## src/rtl/link_pkg.sv

```systemverilog
// Shared definitions for the board-to-board serial link.
// Used by the transmit arbiter and by the peer-side receiver so that opcodes,
// frame geometry and the FSM state encoding stay in one place.
package link_pkg;

  localparam int NUM_REQ    = 4;
  localparam int OP_W       = 2;
  localparam int PAYLOAD_W  = 12;
  localparam int FRAME_BITS = 17;
  // Opcode and payload travel together in the DATA state.
  localparam int DATA_BITS  = OP_W + PAYLOAD_W;

  localparam logic [OP_W-1:0] OP_CONNECT = 2'd0;
  localparam logic [OP_W-1:0] OP_START   = 2'd1;
  localparam logic [OP_W-1:0] OP_FINISH  = 2'd2;
  localparam logic [OP_W-1:0] OP_CELL    = 2'd3;

  typedef enum logic [2:0] {
    ST_IDLE   = 3'd0,
    ST_START  = 3'd1,
    ST_DATA   = 3'd2,
    ST_PARITY = 3'd3,
    ST_STOP   = 3'd4,
    ST_GAP    = 3'd5
  } link_state_e;

  // Fixed priority, highest first: FINISH > START > CONNECT > CELL.
  // Only meaningful when at least one request bit is set.
  function automatic logic [OP_W-1:0] pick_winner(input logic [NUM_REQ-1:0] req);
    logic [OP_W-1:0] win;
    if (req[OP_FINISH])       win = OP_FINISH;
    else if (req[OP_START])   win = OP_START;
    else if (req[OP_CONNECT]) win = OP_CONNECT;
    else                      win = OP_CELL;
    return win;
  endfunction

endpackage

```

## src/rtl/link_bit_timer.sv

```systemverilog
// Bit-period timer for the serial link.
// A down-counter that spans CLKS_PER_BIT cycles and pulses bit_tick in the
// last cycle of every period. Asserting load restarts a full period.
//   clk      system clock
//   reset    asynchronous, active-low
//   load     restart the period (first cycle of a new frame)
//   bit_tick one-cycle pulse in the final cycle of each bit period
module link_bit_timer #(
  parameter int CLKS_PER_BIT = 16
) (
  input  logic clk,
  input  logic reset,
  input  logic load,
  output logic bit_tick
);

  localparam int CW = (CLKS_PER_BIT > 1) ? $clog2(CLKS_PER_BIT) : 1;
  localparam logic [CW-1:0] TOP = CW'(CLKS_PER_BIT - 1);

  logic [CW-1:0] cnt_q;

  // Free-runs between frames; the wrap at zero keeps back-to-back bit
  // periods exactly CLKS_PER_BIT cycles long without another load.
  always_ff @(posedge clk or negedge reset) begin
    if (!reset) begin
      cnt_q <= '0;
    end else if (load || (cnt_q == '0)) begin
      cnt_q <= TOP;
    end else begin
      cnt_q <= cnt_q - 1'b1;
    end
  end

  assign bit_tick = (cnt_q == '0) && !load;

endmodule

```

## src/rtl/link_tx_arbiter.sv

```systemverilog
// Transmit scheduler for the two-board link.
// Arbitrates four level requesters (CONNECT, START, FINISH, CELL) onto one
// serial wire. A 17-bit frame is sent per grant:
//   start(0), opcode[1:0] LSB first, payload[11:0] LSB first,
//   even parity (XOR of opcode and payload), stop(1),
// followed by GAP_BITS idle-high bit periods.
// Ports:
//   clk        system clock
//   reset      asynchronous, active-low
//   req        level requests [0] CONNECT [1] START [2] FINISH [3] CELL
//   cell_data  CELL payload {value, col, row}; sampled only at grant
//   ack        one-cycle one-hot pulse naming the requester just latched
//   busy       high from grant through the end of the gap
//   tx         registered serial line, idles high
//   dbg_state  current FSM state, for observation only
// Handshake: a requester holds req until it sees its ack, and drops req in
// the cycle after the ack. A req still high when the FSM is back in IDLE is
// treated as a new request.
module link_tx_arbiter
  import link_pkg::*;
#(
  parameter int CLKS_PER_BIT = 16,
  parameter int GAP_BITS     = 2
) (
  input  logic                 clk,
  input  logic                 reset,
  input  logic [NUM_REQ-1:0]   req,
  input  logic [PAYLOAD_W-1:0] cell_data,
  output logic [NUM_REQ-1:0]   ack,
  output logic                 busy,
  output logic                 tx,
  output link_state_e          dbg_state
);

  localparam logic [3:0] DATA_LAST = 4'(DATA_BITS - 1);
  localparam logic [3:0] GAP_LAST  = 4'((GAP_BITS > 0) ? GAP_BITS - 1 : 0);

  link_state_e          state_q, state_d;
  logic                 tx_q, tx_d;
  logic                 busy_q, busy_d;
  logic [NUM_REQ-1:0]   ack_q, ack_d;
  logic [DATA_BITS-1:0] shift_q, shift_d;
  logic                 parity_q, parity_d;
  logic [3:0]           bit_idx_q, bit_idx_d;
  logic                 grant;
  logic                 bit_tick;
  logic [OP_W-1:0]      win;
  logic [PAYLOAD_W-1:0] payload_sel;

  link_bit_timer #(
    .CLKS_PER_BIT(CLKS_PER_BIT)
  ) u_bit_timer (
    .clk     (clk),
    .reset   (reset),
    .load    (grant),
    .bit_tick(bit_tick)
  );

  assign win         = pick_winner(req);
  assign payload_sel = (win == OP_CELL) ? cell_data : '0;

  always_ff @(posedge clk or negedge reset) begin
    if (!reset) begin
      state_q   <= ST_IDLE;
      tx_q      <= 1'b1;
      busy_q    <= 1'b0;
      ack_q     <= '0;
      shift_q   <= '0;
      parity_q  <= 1'b0;
      bit_idx_q <= '0;
    end else begin
      state_q   <= state_d;
      tx_q      <= tx_d;
      busy_q    <= busy_d;
      ack_q     <= ack_d;
      shift_q   <= shift_d;
      parity_q  <= parity_d;
      bit_idx_q <= bit_idx_d;
    end
  end

  // tx_d is the value the line takes for the next bit, so tx stays a plain
  // register and changes exactly on bit boundaries.
  always_comb begin
    state_d   = state_q;
    tx_d      = tx_q;
    busy_d    = busy_q;
    ack_d     = '0;
    shift_d   = shift_q;
    parity_d  = parity_q;
    bit_idx_d = bit_idx_q;
    grant     = 1'b0;

    unique case (state_q)
      ST_IDLE: begin
        tx_d      = 1'b1;
        busy_d    = 1'b0;
        bit_idx_d = '0;
        if (req != '0) begin
          grant    = 1'b1;
          ack_d    = NUM_REQ'(1) << win;
          shift_d  = {payload_sel, win};
          parity_d = ^{payload_sel, win};
          tx_d     = 1'b0;
          busy_d   = 1'b1;
          state_d  = ST_START;
        end
      end
      ST_START: begin
        if (bit_tick) begin
          tx_d      = shift_q[0];
          bit_idx_d = '0;
          state_d   = ST_DATA;
        end
      end
      ST_DATA: begin
        if (bit_tick) begin
          if (bit_idx_q == DATA_LAST) begin
            tx_d      = parity_q;
            bit_idx_d = '0;
            state_d   = ST_PARITY;
          end else begin
            // shift_q[0] is on the line now; bit 1 goes out next.
            tx_d      = shift_q[1];
            shift_d   = shift_q >> 1;
            bit_idx_d = bit_idx_q + 4'd1;
          end
        end
      end
      ST_PARITY: begin
        if (bit_tick) begin
          tx_d    = 1'b1;
          state_d = ST_STOP;
        end
      end
      ST_STOP: begin
        if (bit_tick) begin
          bit_idx_d = '0;
          if (GAP_BITS > 0) begin
            state_d = ST_GAP;
          end else begin
            busy_d  = 1'b0;
            state_d = ST_IDLE;
          end
        end
      end
      ST_GAP: begin
        if (bit_tick) begin
          if (bit_idx_q == GAP_LAST) begin
            bit_idx_d = '0;
            busy_d    = 1'b0;
            state_d   = ST_IDLE;
          end else begin
            bit_idx_d = bit_idx_q + 4'd1;
          end
        end
      end
      default: begin
        tx_d    = 1'b1;
        busy_d  = 1'b0;
        state_d = ST_IDLE;
      end
    endcase
  end

  assign ack       = ack_q;
  assign busy      = busy_q;
  assign tx        = tx_q;
  assign dbg_state = state_q;

endmodule

```

## config.mk

```make
export PLATFORM = sky130hd
export DESIGN_NAME = link_tx_arbiter
export DESIGN_NICKNAME = d
export VERILOG_FILES = /design/src/rtl/link_pkg.sv /design/src/rtl/link_bit_timer.sv /design/src/rtl/link_tx_arbiter.sv
export SDC_FILE = /design/constraint.sdc
export NUM_CORES = 1
export LEC_CHECK = 0
export CORE_ASPECT_RATIO = 2
export CORE_MARGIN = 10
export CORE_UTILIZATION = 50
export CTS_CLUSTER_SIZE = 30
export DETAILED_ROUTE_END_ITERATION = 7
export GPL_ROUTABILITY_DRIVEN = 1
export PLACE_DENSITY = 0.74
export REMOVE_ABC_BUFFERS = 1
export SYNTH_ARGS = -nofsm -noshare
export SYNTH_HDL_FRONTEND = slang
export SYNTH_HIERARCHICAL = 1
export SYNTH_SLANG_ARGS = --single-unit
```

## constraint.sdc

```tcl
create_clock -name clk -period 2.75 [get_ports clk]
set_clock_uncertainty 0.15 [all_clocks]
set_input_delay 0.6875 -clock clk [delete_from_list [all_inputs] [get_ports clk]]
set_output_delay 0.6875 -clock clk [all_outputs]
set_load 0.03 [all_outputs]
```

==> flow_results.org, run 1 <==
** Yosys
- Syn. warnings :: 6
- Synthesized netlist cell count :: 177
- The biggest area contributor in the post-synthesis netlist is dfrtp_1.
- The share of synthesized area in the top cell type comes to 0.446.
- The commonest cells after synthesis are 31 x dfrtp_1, 21 x nand2_1, 18 x o21ai_0.
- Xor and xnor area share after synthesis :: 0.0734
- Among all flip-flop cells after synthesis, the most frequent one is dfrtp_1.
- Dominant combinational cell family by area after synthesis :: compound AO/OA/AOI/OAI gates
- Distinct cell type count of the synthesized netlist :: 46
- Most numerous cell in the Yosys netlist :: dfrtp_1
- Of the synthesized area, sequential elements account for 0.461.
- Measured against the total synthesized area, the mux share comes to 0.0180.
- After synthesis the cells add up to 1740 µm².
- Post-synth EDFFs :: 0
- Share of the synthesized area in compound gates (AO/OA/AOI/OAI) :: 0.196
- Synthesis inferred 32 register bits.
- Of the total synthesized cell area, the portion taken by full adders, half adders and majority gates is 0.0281.
- Simple-gate share of the synthesized area :: 0.188
- Mean instance size in the synthesized netlist :: 9.83 µm²
- Sorting the synthesized cells by area gives the leading types as dfrtp_1 45%, o21ai_0 5.2%, a22oi_1 5.2%.
- For this run, asynchronously set or reset flops after synthesis account for 1.00.

** Worst setup path
- In this run the worst path has a maximum fanout of 3.
- Worst Setup Start Kind :: input port
- The startpoint identified for the worst register-to-register timing path is u_bit_timer/cnt_q[0].
- In this run the register-to-register setup slack is 390 ps.
- STA puts the critical path data required time at 2770 ps.
- Worst reg2reg endpoint :: bit_idx_q[2]
- Arrival @ worst endpoint :: 2620 ps
- For the worst flop-to-flop path, the logic depth is 7.
- Type of the worst setup path :: input port to flop
- Worst Setup End Kind :: flop

** Placement
- In this run the cell area measured after placement is 2120 µm².
- Quantity of I/O buffers inserted on ports :: 26
- Global placement routability congestion :: 0.825
- Summed over all nets, the half-perimeter wirelength after detailed placement is 3.08 mm.

** Hold path
- The tightest min-delay check is of the flop to flop type.
- The worst hold path terminates at shift_q[6].
- In this run the most critical hold path is launched from shift_q[6].
- Min-Delay Path Depth :: 2

** Timing
- The count of endpoints failing hold in the final timing report is 0.
- Across all hold checks on the routed design, the worst slack comes to 343 ps.
- Measured against its own limit, the worst slew margin works out to 0.712.
- Setup repair after global routing left no endpoint under its margin.
- Setup violations remaining at the end of the flow were counted as 0.
- The final-report max-slew violation count is 0.
- Of the available clock period, the critical path in the final layout requires 0.944.
- Transition at the pin with the smallest max-transition slack :: 431 ps
- The worst path needs 2600 ps of the cycle, external delays included.
- FMAX :: 385 MHz

** Outcome
- The run finished with clean final reports.

** Drt
- DRC violation count after routing :: 0
- Via-per-instance ratio :: 5.89
- Drt wl/cell :: 15.9 µm
- The pre-antenna-repair detailed-routing pass consisted of 4 iterations.
- Initial detailed-routing violation count :: 49
- DR vias :: 1466
- In this run the remaining antenna-violating nets after routing total 0.
- Wires add up to 3.97 mm.

** Pwr
- Share of total power in the clock network :: 0.312
- Power density of the placed cells :: 702 nW/µm²
- Internal power contribution :: 1.11 mW
- Leakage component of the power :: 0.949 nW
- The analysis attributes to net switching a power of 0.472 mW.
- Part of the power in registers :: 0.395
- Combinational share of power :: 0.293
- Of the total power, the share spent switching nets is 0.299.
- IR analysis of the VDD net gives a maximum drop of 599 µV.
- Post-layout power :: 1.58 mW

** Floorplanning
- Number of ports placed on the die boundary :: 27
- Die Height :: 103 µm
- The die covers 6380 µm².
- The region available for standard cell placement spans 3380 µm².
- The die is 61.7 µm wide.
- The floorplan has 30 rows.
- Effective utilization at floorplan :: 0.515

** Global routing
- Global Route Usage Sum :: 0.140
- Number of antenna violations at the first check in global routing :: 0
- Global routing finished with a remaining overflow of 0.
- The first global-routing pass estimated 6.92 mm of wire.
- Vias in the first global route :: 1590
- Entering global routing, the biggest net connects 33 pins.

** Clocking
- CTS hold repair buffers :: 0
- Clock H-tree levels :: 2
- For this design, the sink count on the clock tree is 32.
- Post-CTS repair timing setup buffer count :: 0
- Once the clock tree was built, the resizer swapped 0 gates to a different size.
- Buffers inserted during clock tree synthesis total 5.
- Clock tree from TritonCTS :: done
- The clock reaches the later pin of the worst-skew pair after 280 ps.
- Buffer depth of the longest clock path :: 2
- Clock-pin slew was measured on the worst setup and hold paths at 70 ps.
- Clk root buf :: clkbuf_8

** Cells and area
- Relative to the synthesized area, the layout overhead comes to 29.3%.
- The finished cells cover 2250 µm².
- At the end of the flow the core is filled with cells to 0.666.
- Count of nets after finishing :: 237
- Fraction of layout instances using a drive strength above 1 :: 0.147
- 0 antenna diodes ended up in the layout.

** Run
- Max-cap violations :: 0
==> worst max-delay path by stage <==
stage / startpoint / end / slack (ps) / cells past startpoint
after floorplan: req[0] / bit_idx_q[2] / 160 / 7
after global placement: req[0] / bit_idx_q[2] / -10 / 8
after detailed placement: req[0] / bit_idx_q[2] / -130 / 8
after CTS: req[0] / bit_idx_q[2] / 150 / 8
after global routing: req[0] / bit_idx_q[2] / 90 / 8
final: req[0] / bit_idx_q[2] / 150 / 8
==> critical path: stages <==
cell	delay, ps
clkdlybuf4s50_1	480
nor4_4	330
or3_1	160
inv_1	50
nor2_1	170
inv_1	80
maj3_2	320
o41ai_1	340
==> kinds of logic (layout without fill, tap and decap cells) <==
| family | Yosys count | in the layout |
|---|---|---|
| flip-flops | 32 | 32 |
| buffers and inverters | 14 | 54 |
| XOR/XNOR | 13 | 13 |
| adder cells (fa/ha/maj) | 4 | 4 |
| AO/OA/AOI/OAI | 52 | 52 |
| multiplexers | 3 | 3 |
| AND/OR/NAND/NOR | 59 | 59 |
==> power by group through the flow <==
| stage | logic [mW] | clock network [mW] | registers [mW] |
|---|---|---|---|
| finish | 0.462 | 0.492 | 0.623 |
| global route | 0.520 | 0.519 | 0.635 |
| CTS | 0.468 | 0.502 | 0.622 |
| detailed placement | 0.465 | 0 | 0.631 |
| global placement | 0.445 | 0 | 0.623 |
| floorplan | 0.249 | 0 | 0.666 |
==> registers in the layout, summed over array words and instances (netlist names) <==
name and count:
ack 4, parity_q 1, u_bit_timer/cnt_q 4, tx 1, dbg_state 3, shift_q 14
bit_idx_q 4, busy 1
==> cell type report <==
type	count	area, µm²
Fill cell	282	1130
Timing Repair Buffer	41	385
Tap cell	32	40.0
Inverter	5	18.8
Sequential cell	32	802
Clock buffer	7	96.3
Multi-Input combinational cell	131	876
Clock inverter	1	30.0
==> stage by stage <==
| stage | cells | worst slack, ps | TNS [ps] |
|---|---|---|---|
| 2_1_floorplan | 168 | 163 | 0 |
| 3_3_place_gp | 241 | -10.8 | -10.8 |
| 3_5_place_dp | 241 | -133 | -603 |
| 4_1_cts | 249 | 150 | 0 |
| 5_1_grt | 249 | 88.4 | 0 |
| 6_report | 249 | 154 | 0 |
==> placed cells by master, fill, tap and decap left out, drive strengths merged, types with 2 or more instances in the layout <==
master / instances
a21oi: 6
a22oi: 12
and3: 2
buf: 15
clkbuf: 7
clkdlybuf4s50: 26
dfrtp: 31
ha: 3
inv: 5
mux2i: 2
nand2: 21
nand2b: 3
nand3: 3
nand3b: 2
nor2: 10
nor2b: 2
nor3: 2
nor4: 3
o21ai: 22
o21bai: 5
or3: 4
xnor2: 9
xor2: 3
==> metal layers <==
metal / routed length, µm / track usage / vias to the layer above
met5: 0 / 0 / -
met4: 71 / 0.0571 / 0
met3: 153 / 0.0403 / 8
met2: 2200 / 0.260 / 35
met1: 1550 / 0.136 / 716
li1: - / - / 707
Note: power is estimated with default switching activity, not from simulation.
==> run 2, diff against run 1 <==
CORE_MARGIN = default   (was 10)
==> run 2 against run 1 <==
The flow now finishes with violations (design-rule violations); count of clock-buffer cells in the layout shrank 1; combinational power increased by 1%; via count is 0.75% higher; die area decreased by 42%; critical path depth stayed put; largest power group unchanged; total power decreased by 7.2%; cell area down 1.5%; flip-flop and latch count did not move; first-iteration DRC count shrank 24%; cell count is the same.
==> flow_results.org, run 2 (synthesized netlist as in run 1, its figures left out) <==
** Worst setup path
- Arrival @ worst endpoint :: 2600 ps (-20 ps)
- Worst reg2reg endpoint :: bit_idx_q[2]
- Walking the worst path, the cells encountered are clkdlybuf4s50_1, nor4_4, or3_1, inv_1, nor2_1, inv_1, maj3_2, o41ai_1.
- The worst setup path is launched from an input port.
- The worst setup path is captured at a flop.
- On the critical path the largest part of the delay comes from simple AND/OR/NAND/NOR gates.
- CP required :: 2770 ps (about the same)
- In this run the worst setup path begins at req[0].
- The delay of the slowest cell on the worst path came to 460 ps (-20 ps).
- Among all stages on the critical path, the largest delay is contributed by clkdlybuf4s50_1.
- Worst Reg2Reg Path Length in Cells :: 7 (unchanged)
- The maximum fanout along the worst path is 3 (unchanged).
- The number of buffer and inverter instances along the worst setup path was 3 (unchanged).
- The most numerous cell type found on the critical path is inv_1.
- The worst register-to-register path begins at u_bit_timer/cnt_q[0].
- The worst setup path is of the input port to flop kind.
- The worst setup slack for register-to-register paths came to 390 ps (about the same).

** Drt
- The detailed-routing iteration count for the pre-antenna-repair pass was 6 (+2).
- Aggregate routed wire length :: 3.95 mm (-0.55%)
- Initial detailed-routing violation count :: 37 (-24%)
- Drt wl/cell :: 15.9 µm (-0.55%)
- DR vias :: 1477 (+0.75%)
- The vias per cell came to 5.93 (+0.75%).
- Antenna viol nets, final :: 0 (unchanged)
- DRC violation count after routing :: 3 (+3)

** Global routing
- The number of global-route vias before repair was 1480 (-6.9%).
- The overall global routing resource usage was 0.244 (+0.103).
- Wire length of the first global-routing pass :: 6.65 mm (-3.9%)
- The largest net degree at the start of global routing is 33 (unchanged).
- Global-route congestion overflow total :: 0 (unchanged)
- Number of antenna violations at the first check in global routing :: 0 (unchanged)

** Hold path
- Worst hold-check path type :: flop to flop
- For hold timing, the worst endpoint is shift_q[2].
- The worst hold path begins at shift_q[2].
- Min-Delay Path Depth :: 2 (unchanged)

** Timing
- Setup repair after global routing left no endpoint under its margin.
- The relative slew slack came to 0.706 (-0.00614).
- The total of endpoints with negative setup slack in the final report was 0 (unchanged).
- The worst-case setup margin in the final layout came to 175 ps (+20.6 ps).
- Final cycle utilization of the critical path :: 0.936 (-0.00750)
- The count of endpoints failing hold in the final timing report came to 0 (unchanged).
- Max Slew Vio Count :: 0 (unchanged)
- FMAX :: 388 MHz (+0.80%)
- The worst hold slack is 340 ps (-2.11 ps).
- Setup_tns :: 0 ps (unchanged)
- Final Critical Period :: 2570 ps (-20.6 ps)
- Transition at the pin with the smallest max-transition slack :: 436 ps (+5.65 ps)

** Outcome
- The run finished, with violations left.
- The final reports fail on design-rule violations.

** Floorplanning
- Die X-Extent :: 43.7 µm (-29%)
- The overall die height came to 85.4 µm (-17%).
- The number of cell rows was 30 (unchanged).
- Number of ports placed on the die boundary :: 27 (unchanged)
- Total die area :: 3730 µm² (-42%)
- Effective utilization at floorplan :: 0.521 (+0.00578)
- The placeable core area came to 3340 µm² (-1.1%).

** Clocking
- Clock tree from TritonCTS :: done
- Post-CTS repair timing setup buffer count :: 0 (unchanged)
- The clock transition at the registers of the reported paths came to 70 ps (about the same).
- Number of gates given a new drive strength after cts :: 0 (unchanged)
- The number of sinks on the clock net was 32 (unchanged).
- Clock tree synthesis selected as its root buffer the cell clkbuf_8.
- CTS hold repair buffers :: 0 (unchanged)
- Clk_lat worst skew :: 280 ps (about the same)
- The number of CTS-inserted buffers came to 5 (unchanged).
- Clock H-tree levels :: 2 (unchanged)
- The number of buffers between clock root and the deepest sink was 2 (unchanged).

** Cells and area
- The register with the most flip-flops in the final layout is shift_q.
- Commonest non-fill, non-tap cell in the layout :: dfrtp_1
- The flip-flop count of the largest register after layout was 14 (unchanged).
- The area growth from synthesis to layout is 27.3%.
- In the layout the commonest cells are 31 x dfrtp_1, 26 x clkdlybuf4s50_1, 21 x nand2_1.
- Count of nets after finishing :: 237 (unchanged)
- The area of all placed cells without fillers was 2210 µm² (-1.5%).
- The final standard cell utilization of the core came to 0.663 (-0.00264).
- The antenna cell count is 0 (unchanged).
- Final cell count without fillers :: 249 (unchanged)
- The fraction of layout cells with a size suffix above 1 came to 0.147 (unchanged).

** Placement
- The instance count after placement with tap cells included was 241 (unchanged).
- Estimated wirelength of the detail-placed design :: 2.99 mm (-2.9%)
- The total cell area at the placement stage was 2120 µm² (unchanged).
- The minimum setup slack after placement was -127 ps (+6.27 ps).
- Quantity of I/O buffers inserted on ports :: 26 (unchanged)
- The weighted congestion reported at the end of routability-driven placement was 0.891 (+8.0%).

** Pwr
- The worst vdd rail ir drop is 410 µV (-32%).
- Post-layout power :: 1.46 mW (-7.2%)
- The power density of the placed cells was 661 nW/µm² (-5.8%).
- The leakage power was 0.936 nW (-1.4%).

** Run
- Max-cap violations :: 0 (unchanged)
run 2: changes by cell type in the layout (fill, tap and decap cells not counted):
cell,previous run,this run
clkinv_2,0,2
bufinv_16,1,0
clkbuf_8,7,6
run 2: per-layer routing:
| metal | global-route usage | part of all wire | vias to the layer above |
|---|---|---|---|
| li1 | - | - | 707 |
| met1 | 0.251 | 0.37 | 724 |
| met2 | 0.440 | 0.57 | 34 |
| met3 | 0.0489 | 0.029 | 12 |
| met4 | 0.125 | 0.030 | 0 |
| met5 | 0 | 0 | - |
run 2: worst register-to-register path, cell delays in order, from the launching register on:
cell and delay [ps]:
dfrtp_1 400, inv_1 70, ha_1 190, or3b_2 510, nor2_1 180, inv_1 80, maj3_2 310, o41ai_1 360
run 2: area by class of cell:
| type | instances | area, µm² |
|---|---|---|
| clock buffer | 6 | 82.6 |
| clock inverter | 2 | 10.0 |
| fill | 277 | 1130 |
| inverter | 5 | 18.8 |
| multi-input combinational | 131 | 876 |
| sequential | 32 | 802 |
| tap | 32 | 40.0 |
| timing repair buffer | 41 | 385 |
run 2: how the worst max path moves through the flow:
stage | to | slack (ps) | depth (start not counted)
after detailed placement | bit_idx_q[2] | -130 | 8
after global placement | bit_idx_q[2] | 3 | 8
final | bit_idx_q[2] | 180 | 8
after floorplan | bit_idx_q[2] | 160 | 7
after CTS | bit_idx_q[2] | 170 | 8
after global routing | bit_idx_q[2] | 20 | 8
run 2: power breakdown:
group / total [mW] / switching (mW) / internal, mW
clock network: 0.374 / 0.175 / 0.199
registers: 0.622 / 0.0611 / 0.561
logic: 0.468 / 0.241 / 0.227
==> run 3, diff against run 2 <==
SLEW_MARGIN = 10   (was default)
==> results of run 3 <==
No change in the layout: final DEF, timing and power equal those of run 2.
